<file path="src/rtl/serial_subtractor.sv">
// ---------------------------------------------------------------------------
// serial_subtractor
//   Multi-cycle unsigned subtractor: diff = (a - b - bin) mod 2^WIDTH, with
//   borrow = 1 when a < b + bin. DIGIT bits are resolved per RUN cycle,
//   least significant digit first, through a rippled full-subtractor chain.
//
// Ports
//   clk    : rising-edge clock
//   rst    : synchronous reset, active-high
//   start  : request, sampled only while idle
//   a, b   : minuend / subtrahend, captured on the accepted start edge
//   bin    : borrow-in, captured on the accepted start edge
//   busy   : high while an operation is running or completing
//   done   : one-cycle pulse in the cycle diff/borrow have just updated
//   diff   : registered result
//   borrow : registered final borrow-out
// ---------------------------------------------------------------------------
module serial_subtractor #(
    parameter int WIDTH = 8,
    parameter int DIGIT = 1
) (
    input  logic             clk,
    input  logic             rst,
    input  logic             start,
    input  logic [WIDTH-1:0] a,
    input  logic [WIDTH-1:0] b,
    input  logic             bin,
    output logic             busy,
    output logic             done,
    output logic [WIDTH-1:0] diff,
    output logic             borrow
);

    localparam int N  = WIDTH / DIGIT;
    localparam int CW = (N > 1) ? $clog2(N) : 1;

    localparam logic [1:0] S_IDLE = 2'd0;
    localparam logic [1:0] S_RUN  = 2'd1;
    localparam logic [1:0] S_DONE = 2'd2;

    if ((WIDTH < 1) || (DIGIT < 1) || ((WIDTH % DIGIT) != 0)) begin : g_bad_params
        $error("serial_subtractor: DIGIT must be >= 1 and divide WIDTH exactly");
    end

    // One DIGIT-wide slice of the subtract chain; returns {borrow_out, diff_bits}.
    function automatic logic [DIGIT:0] sub_digit(
        input logic [DIGIT-1:0] x,
        input logic [DIGIT-1:0] y,
        input logic             br_in
    );
        logic             br;
        logic [DIGIT-1:0] d;
        br = br_in;
        d  = {DIGIT{1'b0}};
        for (int i = 0; i < DIGIT; i++) begin
            d[i] = x[i] ^ y[i] ^ br;
            br   = (~x[i] & y[i]) | (~(x[i] ^ y[i]) & br);
        end
        return {br, d};
    endfunction

    logic [1:0]       state_q, state_d;
    logic [WIDTH-1:0] a_q, a_d;
    logic [WIDTH-1:0] b_q, b_d;
    logic [WIDTH-1:0] res_q, res_d;
    logic             br_q, br_d;
    logic [CW-1:0]    cnt_q, cnt_d;
    logic [WIDTH-1:0] diff_q, diff_d;
    logic             borrow_q, borrow_d;
    logic             done_q, done_d;
    logic             busy_q, busy_d;

    logic [DIGIT:0]   step_s;
    logic [WIDTH-1:0] a_shift_s;
    logic [WIDTH-1:0] b_shift_s;
    logic [WIDTH-1:0] res_shift_s;

    // Current digit computed from the low slice of the operand shifters.
    assign step_s = sub_digit(a_q[DIGIT-1:0], b_q[DIGIT-1:0], br_q);

    // With a single digit there is nothing left to shift; the new digit is the whole result.
    if (DIGIT == WIDTH) begin : g_one_digit
        assign a_shift_s   = {WIDTH{1'b0}};
        assign b_shift_s   = {WIDTH{1'b0}};
        assign res_shift_s = step_s[DIGIT-1:0];
    end else begin : g_multi_digit
        assign a_shift_s   = {{DIGIT{1'b0}}, a_q[WIDTH-1:DIGIT]};
        assign b_shift_s   = {{DIGIT{1'b0}}, b_q[WIDTH-1:DIGIT]};
        // New digits enter at the top so the first digit ends up at bit 0 after N shifts.
        assign res_shift_s = {step_s[DIGIT-1:0], res_q[WIDTH-1:DIGIT]};
    end

    // Next-state and datapath control for IDLE / RUN / DONE.
    always_comb begin
        state_d  = state_q;
        a_d      = a_q;
        b_d      = b_q;
        res_d    = res_q;
        br_d     = br_q;
        cnt_d    = cnt_q;
        diff_d   = diff_q;
        borrow_d = borrow_q;
        done_d   = 1'b0;

        case (state_q)
            S_IDLE: begin
                if (start) begin
                    a_d     = a;
                    b_d     = b;
                    br_d    = bin;
                    cnt_d   = {CW{1'b0}};
                    state_d = S_RUN;
                end else begin
                    state_d = S_IDLE;
                end
            end
            S_RUN: begin
                a_d   = a_shift_s;
                b_d   = b_shift_s;
                res_d = res_shift_s;
                br_d  = step_s[DIGIT];
                if (cnt_q == CW'(N - 1)) begin
                    diff_d   = res_shift_s;
                    borrow_d = step_s[DIGIT];
                    done_d   = 1'b1;
                    state_d  = S_DONE;
                end else begin
                    cnt_d = cnt_q + CW'(1);
                end
            end
            S_DONE: begin
                state_d = S_IDLE;
            end
            default: begin
                state_d = S_IDLE;
            end
        endcase

        busy_d = (state_d != S_IDLE);
    end

    // State, datapath and output registers with synchronous reset.
    always_ff @(posedge clk) begin
        if (rst) begin
            state_q  <= S_IDLE;
            a_q      <= {WIDTH{1'b0}};
            b_q      <= {WIDTH{1'b0}};
            res_q    <= {WIDTH{1'b0}};
            br_q     <= 1'b0;
            cnt_q    <= {CW{1'b0}};
            diff_q   <= {WIDTH{1'b0}};
            borrow_q <= 1'b0;
            done_q   <= 1'b0;
            busy_q   <= 1'b0;
        end else begin
            state_q  <= state_d;
            a_q      <= a_d;
            b_q      <= b_d;
            res_q    <= res_d;
            br_q     <= br_d;
            cnt_q    <= cnt_d;
            diff_q   <= diff_d;
            borrow_q <= borrow_d;
            done_q   <= done_d;
            busy_q   <= busy_d;
        end
    end

    assign busy   = busy_q;
    assign done   = done_q;
    assign diff   = diff_q;
    assign borrow = borrow_q;

endmodule

</file>
<file path="config.mk">
export PLATFORM = sky130hd
export DESIGN_NAME = serial_subtractor
export DESIGN_NICKNAME = d
export VERILOG_FILES = /design/src/rtl/serial_subtractor.sv
export SDC_FILE = /design/constraint.sdc
export NUM_CORES = 1
export LEC_CHECK = 0
export ABC_CLOCK_PERIOD_IN_PS = 1600
export CORE_MARGIN = 2
export CORE_UTILIZATION = 25
export DETAILED_ROUTE_END_ITERATION = 7
export PLACE_DENSITY = 0.43
export SLEW_MARGIN = 20
export SYNTH_ARGS = -nofsm -noshare
export SYNTH_HDL_FRONTEND = slang
export SYNTH_SLANG_ARGS = --single-unit
</file>
<file path="constraint.sdc">
create_clock -name clk -period 1.6 [get_ports clk]
set_input_delay 0.32 -clock clk [delete_from_list [all_inputs] [get_ports clk]]
set_output_delay 0.32 -clock clk [all_outputs]
set_load 0.005 [all_outputs]
</file>
==> metrics.log, run 1 <==
INFO  metric outcome = completed
INFO  metric syn_nets = approximately 200
INFO  metric grt_overflow_total = 0
INFO  metric port_buffers = 30
INFO  metric yosys_warnings = 0
INFO  metric cts_tree = built
INFO  metric cp_slowest_cell = clkdlybuf4s50_1
INFO  metric fp-row-count = 31
INFO  metric final-max-slew-violation-count = 0
INFO  metric worst_ep_required = 1.28 ns
INFO  metric cts.sink_count = 40
INFO  metric ir_worst_vdd = 0.286 mV
INFO  metric die_h = 89.6 um
INFO  metric setup.worst_path.start_class = flip-flop
INFO  metric detailedPlace.worstSlack = 0.111 ns
INFO  metric fin_ws = roughly 0.095 ns
INFO  metric netSwitchingFraction = 24.7%
INFO  metric yosys.cell_types.count = 31
INFO  metric synthesis.area = 1830 sq um
INFO  metric sum_of_internal_switching_and_leakage_power = 2.21 mW
INFO  metric num_vias = 1,307
INFO  metric critical_path_fanout_max = 2
INFO  metric setup_viol_count_final = 0
INFO  metric final_area = 2340 sq um
INFO  metric cts_buffers = 5
INFO  metric ctsHoldBuffers = 0
INFO  metric tns = 0 ns
INFO  metric hpwlAfterDp = 2.50 mm
INFO  metric grt_first_pass_wirelength = 6.12 mm
INFO  metric leakage = slightly above 0.8 nW
INFO  metric post-cts-setup-buffers = 0
INFO  metric finish.utilization = about a third
INFO  metric synth_cells = 176
INFO  metric critical_path_class = flip-flop to output port
INFO  metric place.gp.congestion = around 0.67
INFO  metric area_added_between_synthesis_and_finish = 27.8%
INFO  metric p_per_area = 942 nW/um^2
INFO  metric share_comb_of_total_power = 13.7%
INFO  metric clock_latency = 0.30 ns
INFO  metric grt_pass1_vias = 1,222
INFO  metric path_depth = 1
INFO  metric cp.buffers_inverters = 1
INFO  metric start_util = about a quarter
INFO  metric max_freq = 665 MHz
INFO  metric numPlacedInstances = roughly 300
INFO  metric clock_slew_at_the_register_clock_pins_of_the_worst_setup_and_hold_paths = roughly 0.08 ns
INFO  metric drc = 0
INFO  metric design.portCount = 31
INFO  metric setup_crit_end_kind = output port
INFO  metric drtPass1Iterations = 6
INFO  metric grt_max_degree = 41
INFO  metric r2r_cells = 5
INFO  metric postRouteWirelength = 3.72 mm
INFO  metric holdWs = 0.460 ns
INFO  metric power.share.clock = 37.5%
INFO  metric avgSynthCellArea = 10.4 sq um
INFO  metric synth.ff_latch_count = 40
INFO  metric placeable_area = 7180 sq um
INFO  metric p_switching = 0.546 mW
INFO  metric fraction_of_final_layout_cells_sized_beyond_drive_strength_1 = 28.6%
INFO  metric layout_common_cells = dfxtp_1 (40), clkdlybuf4s50_1 (29), nand2_1 (23), a211oi_2 (16)
INFO  metric setup_repair_after_global_routing_missed_its_margin = no
INFO  metric final_cells = 309
INFO  metric hold_violation_count_in_the_final_report = 0
INFO  metric via_per_inst = 4.23
INFO  metric layout_min_cycle_time = 1.50 ns
INFO  metric wl_per_cell = between 10 and 15 um
INFO  metric detailedRoute.firstIterationViolations = 30
INFO  metric grt_antenna_before_repair = 0
INFO  metric worst_ep_arrival_time = 1.18 ns
INFO  metric num_antenna_cells = 0
INFO  metric tightestPinTransition = 0.364 ns
INFO  metric timing.critical_path.slowest_cell_delay = about 0.52 ns
INFO  metric post_detailed_placement_cell_area = about 2200 sq um
INFO  metric crit_chain = clkdlybuf4s50_1
INFO  metric timing.clock.skew = about 0.0094 ns
INFO  metric grt_util_all_layers = 10.1%
INFO  metric die_w = 89.6 um
INFO  metric share_seq_of_total_power = just under 50%
INFO  metric intPower = 1.66 mW
INFO  metric maxCapViolCount = 0
INFO  metric hold_path.class = flip-flop to flip-flop
INFO  metric share_of_the_yosys_chip_area_belonging_to_registers = approximately 44%
INFO  metric antenna_left = 0
INFO  metric die_area = 8030 sq um
INFO  metric post_cts_resize_count = 0
INFO  metric htreeDepth = 2
INFO  metric cts.root.buffer_cell = clkbuf_8
INFO  metric clock_tree.buffer_depth = 2
INFO  metric timing.max_slew.rel_slack = 75.7%
INFO  metric hold_path_depth = 2
INFO  metric cpLargestDelayFamily = buffers and inverters
INFO  metric num-nets-final = 232
INFO  metric layout_commonest_cell = dfxtp_1
INFO  metric final.period_utilization = 94.1%
## per-layer routing
| layer | wire [um] | track usage (%) | vias up |
|---|---|---|---|
| met3 | 119 | 3.02 | 6 |
| met2 | 1640 | 14.5 | 15 |
| met4 | 81 | 4.48 | 0 |
| met1 | 1880 | 13.9 | 602 |
| li1 | - | - | 684 |
| met5 | 0 | 0 | - |
## cells in the mapped netlist, drive strengths merged
cell,number,area [sq um]
ha,2,25.0
fa,1,20.0
o21ba,1,16.3
nand2b,1,6.26
a311oi,1,15.0
nor2b,1,13.8
nor3b,1,7.51
a21oi,16,95.1
a22oi,2,15.0
a211oi,17,208
a31oi,3,18.8
nand3,12,75.1
nor4b,1,8.76
inv,1,3.75
nor2,22,120
clkbuf,2,7.51
o21bai,1,7.51
buf,12,121
mux2i,15,150
nand2,23,86.3
dfxtp,40,801
nand3b,1,11.3
## worst paths after layout
kind | to | startpoint | slack (ns)
worst max-delay path | diff[7] | diff[7] | 0.1
worst min-delay path | diff[2] | diff[2] | 0.46
worst max register to register | diff[6] | cnt_q[0] | 0.17
worst min register to register | diff[2] | diff[2] | 0.46
## power by group through the flow
stage / clock, mW / sequential (mW) / combinational, mW
finish: 0.829 / 1.08 / 0.302
global route: 0.909 / 1.09 / 0.328
CTS: 0.858 / 1.08 / 0.307
detailed placement: 0 / 1.10 / 0.306
global placement: 0 / 1.10 / 0.303
floorplan: 0 / 1.09 / 0.228
## kinds of logic after synthesis
kind of cell             Yosys count  synth area share [%]
flip-flops                        40                  43.7
AO/OA/AOI/OAI                     41                  20.5
multiplexers                      15                  8.19
AND/OR/NAND/NOR                   62                  18.0
adder cells (fa/ha/maj)            3                  2.46
buffers and inverters             15                  7.24
## flip-flops by register name (all words and copies together), names as in the netlist
signal and count:
a_q 8, b_q 8, borrow 1, br_q 1, busy 1, cnt_q 3
diff 8, done 1, res_q 7, state_q 2
## layout make-up
| class | instances | area, sq um |
|---|---|---|
| inverter | 1 | 3.75 |
| sequential | 40 | 801 |
| clock inverter | 2 | 35.0 |
| tap | 99 | 124 |
| multi-input combinational | 121 | 900 |
| timing repair buffer | 40 | 408 |
| clock buffer | 6 | 72.6 |
| fill | 743 | 4830 |
(Power assumes the default switching activity.)
==> inputs of run 2 (changes only) <==
Settings changed: SKIP_LAST_GASP from default to 1.
==> results of run 2 <==
No change in the layout: final DEF, timing and power equal those of run 1.
